[src/rtl/jammer_scan_ctrl.sv]
// jammer_scan_ctrl: scans a small jammer table and reports which jammer
// circles (center xJ/yJ, radius rJ) contain the captured point P.
// One shared signed multiplier squares dx, dy and rJ on successive cycles.
// Optional build macro: SCAN_EARLY_EXIT_EN -- stop the scan at the first
// in-range entry (one-hot in_mask, hit_count = 1).
module jammer_scan_ctrl #(
    parameter int N = 8,
    parameter int M = 4
) (
    input  logic                  clk,
    input  logic                  rst,
    input  logic                  wr_en,
    input  logic [$clog2(M)-1:0]  wr_idx,
    input  logic signed [N-1:0]   wr_xJ,
    input  logic signed [N-1:0]   wr_yJ,
    input  logic [N:0]            wr_rJ,
    input  logic                  start,
    input  logic signed [N+1:0]   xP,
    input  logic signed [N+1:0]   yP,
    output logic                  busy,
    output logic                  done,
    output logic [M-1:0]          in_mask,
    output logic [$clog2(M):0]    hit_count
);

    localparam int IW = $clog2(M);
    localparam int DW = N + 3;      // dx, dy
    localparam int SW = 2 * N + 6;  // squares
    localparam int AW = 2 * N + 7;  // dx^2 + dy^2
    localparam int RW = 2 * N + 2;  // rJ^2

    typedef enum logic [2:0] {S_IDLE, S_SQX, S_SQY, S_SQR, S_CMP, S_DONE} state_t;

    state_t                state_q, state_d;
    logic signed [N-1:0]   xj_q [M];
    logic signed [N-1:0]   xj_d [M];
    logic signed [N-1:0]   yj_q [M];
    logic signed [N-1:0]   yj_d [M];
    logic [N:0]            rj_q [M];
    logic [N:0]            rj_d [M];
    logic signed [N+1:0]   px_q, px_d, py_q, py_d;
    logic [IW-1:0]         idx_q, idx_d;
    logic signed [AW-1:0]  acc_q, acc_d;
    logic [RW-1:0]         r2_q, r2_d;
    logic [M-1:0]          work_q, work_d, mask_q, mask_d;
    logic [IW:0]           cnt_q, cnt_d;

    logic signed [DW-1:0]  dx, dy, rop, mul_a;
    logic signed [SW-1:0]  prod;
    logic signed [AW-1:0]  r2_ext;
    logic                  hit, last;

    function automatic logic [IW:0] popcnt(input logic [M-1:0] v);
        logic [IW:0] c;
        c = '0;
        for (int k = 0; k < M; k++) c = c + (IW+1)'(v[k]);
        return c;
    endfunction

    // Datapath: operand select for the single shared squarer, and the compare.
    always_comb begin
        dx    = DW'(px_q) - DW'(xj_q[idx_q]);
        dy    = DW'(py_q) - DW'(yj_q[idx_q]);
        rop   = DW'(rj_q[idx_q]);           // radius is unsigned: zero-extend
        mul_a = '0;
        case (state_q)
            S_SQX:   mul_a = dx;
            S_SQY:   mul_a = dy;
            S_SQR:   mul_a = rop;
            default: mul_a = '0;
        endcase
        prod   = SW'(mul_a) * SW'(mul_a);
        r2_ext = AW'({1'b0, r2_q});
        hit    = (acc_q <= r2_ext);         // boundary counts as in range
        last   = (idx_q == IW'(M - 1));
    end

    // Next-state, table write and result logic.
    always_comb begin
        state_d = state_q;
        xj_d    = xj_q;
        yj_d    = yj_q;
        rj_d    = rj_q;
        px_d    = px_q;
        py_d    = py_q;
        idx_d   = idx_q;
        acc_d   = acc_q;
        r2_d    = r2_q;
        work_d  = work_q;
        mask_d  = mask_q;
        cnt_d   = cnt_q;
        case (state_q)
            S_IDLE: begin
                // write and start on the same edge: scan sees the new entry
                if (wr_en) begin
                    xj_d[wr_idx] = wr_xJ;
                    yj_d[wr_idx] = wr_yJ;
                    rj_d[wr_idx] = wr_rJ;
                end
                if (start) begin
                    px_d    = xP;
                    py_d    = yP;
                    idx_d   = '0;
                    work_d  = '0;
                    state_d = S_SQX;
                end
            end
            S_SQX: begin
                acc_d   = AW'(prod);
                state_d = S_SQY;
            end
            S_SQY: begin
                acc_d   = acc_q + AW'(prod);
                state_d = S_SQR;
            end
            S_SQR: begin
                r2_d    = prod[RW-1:0];
                state_d = S_CMP;
            end
            S_CMP: begin
                work_d[idx_q] = hit;
`ifdef SCAN_EARLY_EXIT_EN
                if (hit) begin
                    mask_d        = '0;
                    mask_d[idx_q] = 1'b1;
                    cnt_d         = (IW+1)'(1);
                    state_d       = S_DONE;
                end else if (last) begin
                    mask_d  = work_d;       // no hit anywhere: all zero
                    cnt_d   = popcnt(work_d);
                    state_d = S_DONE;
                end else begin
                    idx_d   = idx_q + 1'b1;
                    state_d = S_SQX;
                end
`else
                if (last) begin
                    mask_d  = work_d;
                    cnt_d   = popcnt(work_d);
                    state_d = S_DONE;
                end else begin
                    idx_d   = idx_q + 1'b1;
                    state_d = S_SQX;
                end
`endif
            end
            S_DONE:  state_d = S_IDLE;
            default: state_d = S_IDLE;
        endcase
    end

    // State and table registers; reset abandons any scan and clears the table.
    always_ff @(posedge clk or posedge rst) begin
        if (rst) begin
            state_q <= S_IDLE;
            for (int k = 0; k < M; k++) begin
                xj_q[k] <= '0;
                yj_q[k] <= '0;
                rj_q[k] <= '0;
            end
            px_q   <= '0;
            py_q   <= '0;
            idx_q  <= '0;
            acc_q  <= '0;
            r2_q   <= '0;
            work_q <= '0;
            mask_q <= '0;
            cnt_q  <= '0;
        end else begin
            state_q <= state_d;
            xj_q    <= xj_d;
            yj_q    <= yj_d;
            rj_q    <= rj_d;
            px_q    <= px_d;
            py_q    <= py_d;
            idx_q   <= idx_d;
            acc_q   <= acc_d;
            r2_q    <= r2_d;
            work_q  <= work_d;
            mask_q  <= mask_d;
            cnt_q   <= cnt_d;
        end
    end

    assign busy      = (state_q != S_IDLE);
    assign done      = (state_q == S_DONE);
    assign in_mask   = mask_q;
    assign hit_count = cnt_q;

endmodule

[config.mk]
export PLATFORM = sky130hd
export DESIGN_NAME = jammer_scan_ctrl
export DESIGN_NICKNAME = d
export VERILOG_FILES = /design/src/rtl/jammer_scan_ctrl.sv
export SDC_FILE = /design/constraint.sdc
export NUM_CORES = 1
export LEC_CHECK = 0
export BUFFER_PORTS_ARGS = -buffer_cell sky130_fd_sc_hd__buf_2
export CAP_MARGIN = 30
export CORE_UTILIZATION = 33
export DETAILED_ROUTE_END_ITERATION = 10
export GPL_ROUTABILITY_DRIVEN = 0
export HOLD_SLACK_MARGIN = 0.05
export PLACE_DENSITY_LB_ADDON = 0.15
export SLEW_MARGIN = 5
export SYNTH_ARGS = -nofsm -noshare
export SYNTH_HDL_FRONTEND = slang
export SYNTH_SLANG_ARGS = --single-unit
export TNS_END_PERCENT = 100
[constraint.sdc]
create_clock -name clk -period 15.1 [get_ports clk]
set_input_delay 4.53 -clock clk [delete_from_list [all_inputs] [get_ports clk]]
set_output_delay 4.53 -clock clk [all_outputs]
set_load 0.03 [all_outputs]
==> results.cfg <==
[status]
status = complete, no violations

[clocking]
cts_tree = yes
cts_root_buffer = clkbuf_16
numCtsBuffers = 17
post_cts_buffers = 0
hold_buffers = 0
clk_latency_ns = 0.46
htree_levels = 4
ctsResizeCount = 0
cts.sinks = 176
clkSlewWorstSetupHoldPaths_ns = 0.08
cts_buffer_depth = 2

[floorplan]
rows = 75
die_h_um = 209
die_w_um = 209
start_util_pct = 33.6
io-pin-count = 60
dieArea_mm2 = 0.0436
coreArea_mm2 = 0.0420

[worst_setup_path]
cp_common_cell = inv_1
cpPeakStageDelay_ns = 0.86
reg2reg_slack_ns = 4.64
critPathLaunchType = flip-flop
critPathBufInv = 7
end_kind = flip-flop
path_delay_family = adder cells
crit_type = reg2reg
worstPathArrival_ns = 10.85
critical_path_required_ns = 15.49
path_max_fanout = 14
slowest_stage = a221oi_1

[grt]
grt_pass1_wl_mm = 56.8
grt_pass1_vias = 10500
antenna_found_initial = 0
globalRouteOverflowTotal = 0
grtUsageTotal_pct = 16.9
grt_start_max_net_pins = 77

[timing]
rsz0062_at_grt = false
relSlewSlack_pct = 33.9
fmax_mhz = 95.6
setup_tns_ns = 0
worst_slew_pin_slew_ns = 0.991
finalCritPeriodShare_pct = 69.3
slew_violations = 0
min_period_ns = 10.46
setup_viol = 0
clock_skew_ns = 0.0157
hold_viol = 0

[yosys]
synth_top_family_by_area = adder cells
synth_xor_area_share_pct = 3.73
yosys.area_share.adder_pct = 24.9
synth-compound-area-share_pct = 10.3
yosys-mux-area-fraction_pct = 14.2
synth-seq-cells = 176
synth-simple-area-share_pct = 8.84
synth.distinct_cells = 65
syn_nets = 1609
yosysMostFrequentCell = inv_1
syn_area_mm2 = 0.0141
synth_common_cells = 209 x inv_1, 176 x dfrtp_1, 128 x mux2_2
synthArstFlopShare_pct = 100
avgSynthCellArea_um2 = 10.5
yosysWarnings = 0
synth_top_area_share_pct = 31.2
synth_area_leaders = dfrtp_1 31%, fa_1 15%, mux2_2 10%
synth-edff-count = 0
seq_area_frac_synth_pct = 31.2
synthFlopType = dfrtp_1
yosysTopAreaCell = dfrtp_1
syn_inst = 1340

[place]
io_buffers = 59
hpwl_mm = 26.8

[flow_run]
maxCapViolations = 0

[finish]
multi_input_area_mm2 = 0.00876
n_fill_cell = 4207
nets = 1666
seq_area_mm2 = 0.00441
area_growth_syn_to_layout_pct = 11.2
drive_gt1_share_pct = 20.1

[routing]
wire_per_inst_um = 17.8
ant_nets = 0
dr_total_vias = 9674
drt-total-wl_mm = 34.6
dr.pass1.iters = 5
vias_per_cell = 4.96
drtIter0Drc = 461
route.detailed.drc = 0

[worst_hold_path]
hold_path_class = reg2reg
==> stage by stage <==
stage | area, µm² | util (%) | std cells | setup WS [ns] | hold slack [ns]
after detailed placement | 15000 | 35.8 | 1915 | 4.68 | 0.468
after global routing | 15700 | 37.3 | 1949 | 4.01 | 0.504
after floorplan | 14100 | - | 1340 | 5.05 | 0.450
after global placement | 15000 | 35.8 | 1915 | 4.68 | 0.458
after CTS | 15700 | 37.3 | 1947 | 4.60 | 0.487
final | 15700 | 37.3 | 1950 | 4.64 | 0.476
==> final cells by class <==
class | count | area share (%)
multi-input combinational | 915 | 55.8
sequential | 176 | 28.1
inverter | 210 | 5.06
tap | 539 | 4.30
timing repair buffer | 77 | 2.79
clock buffer | 17 | 2.71
clock inverter | 15 | 1.21
antenna | 1 | 0.0160
==> flip-flops by register name (all words and copies together) (netlist names) <==
signal / cells
xj_q: 32
yj_q: 32
r2_q: 17
acc_q: 23
idx_q: 2
hit_count: 3
in_mask: 4
py_q: 10
rj_q: 36
state_q: 3
work_q: 4
px_q: 10
==> kinds of logic after synthesis <==
logic type / after synthesis
DFF: 176
and+or+nand+nor: 267
buffers and inverters: 249
muxes: 154
xor gates and xnor gates: 60
adders and majority gates: 218
AOI/OAI and AO/OA: 216
==> cells in the final DEF, fill, tap and decap left out, types with 4 or more instances in the layout <==
cell type	count
buf_2	59
a31o_2	5
ha_1	113
nor3_1	12
clkbuf_16	17
a211oi_1	13
nand2_1	90
a21o_1	31
xor2_1	19
a21oi_1	42
inv_8	5
o21ai_1	4
a22oi_1	7
nor2_1	79
o211ai_1	6
o21bai_1	4
nor2b_1	17
mux2_2	128
a31oi_1	9
mux4_2	24
buf_4	16
o221ai_1	7
o21ai_0	52
fa_1	105
nand3_1	15
dfrtp_1	175
or2_2	6
o21a_1	4
nand2b_1	15
o2111ai_1	4
and3_1	5
nand4_1	6
xnor2_1	41
clkinv_8	4
inv_1	208
==> worst paths after layout <==
path | start | endpoint | depth (start not counted)
setup reg to reg | idx_q[0] | acc_q[22] | 37
min in group asynchronous | rst | py_q[9] | 2
hold reg to reg | hit_count[2] | hit_count[2] | 2
hold / removal | hit_count[2] | hit_count[2] | 2
max in group asynchronous | rst | acc_q[8] | 4
setup / recovery | idx_q[0] | acc_q[22] | 37
==> worst min-delay path, cell delays in order (launching register included) <==
cell	delay (ns)
dfrtp_1	0.35
nand2_1	0.05
nand2_1	0.05
==> layer usage <==
metal | global-route usage (%) | part of all wire [%]
met1 | 21.7 | 46
met2 | 29.2 | 50
met3 | 2.60 | 2.5
met4 | 4.87 | 1.6
met5 | 0 | 0
Power is left out: the tool's default activity adds up to more than one toggle a clock period on the data nets, which glitch-free logic cannot reach.
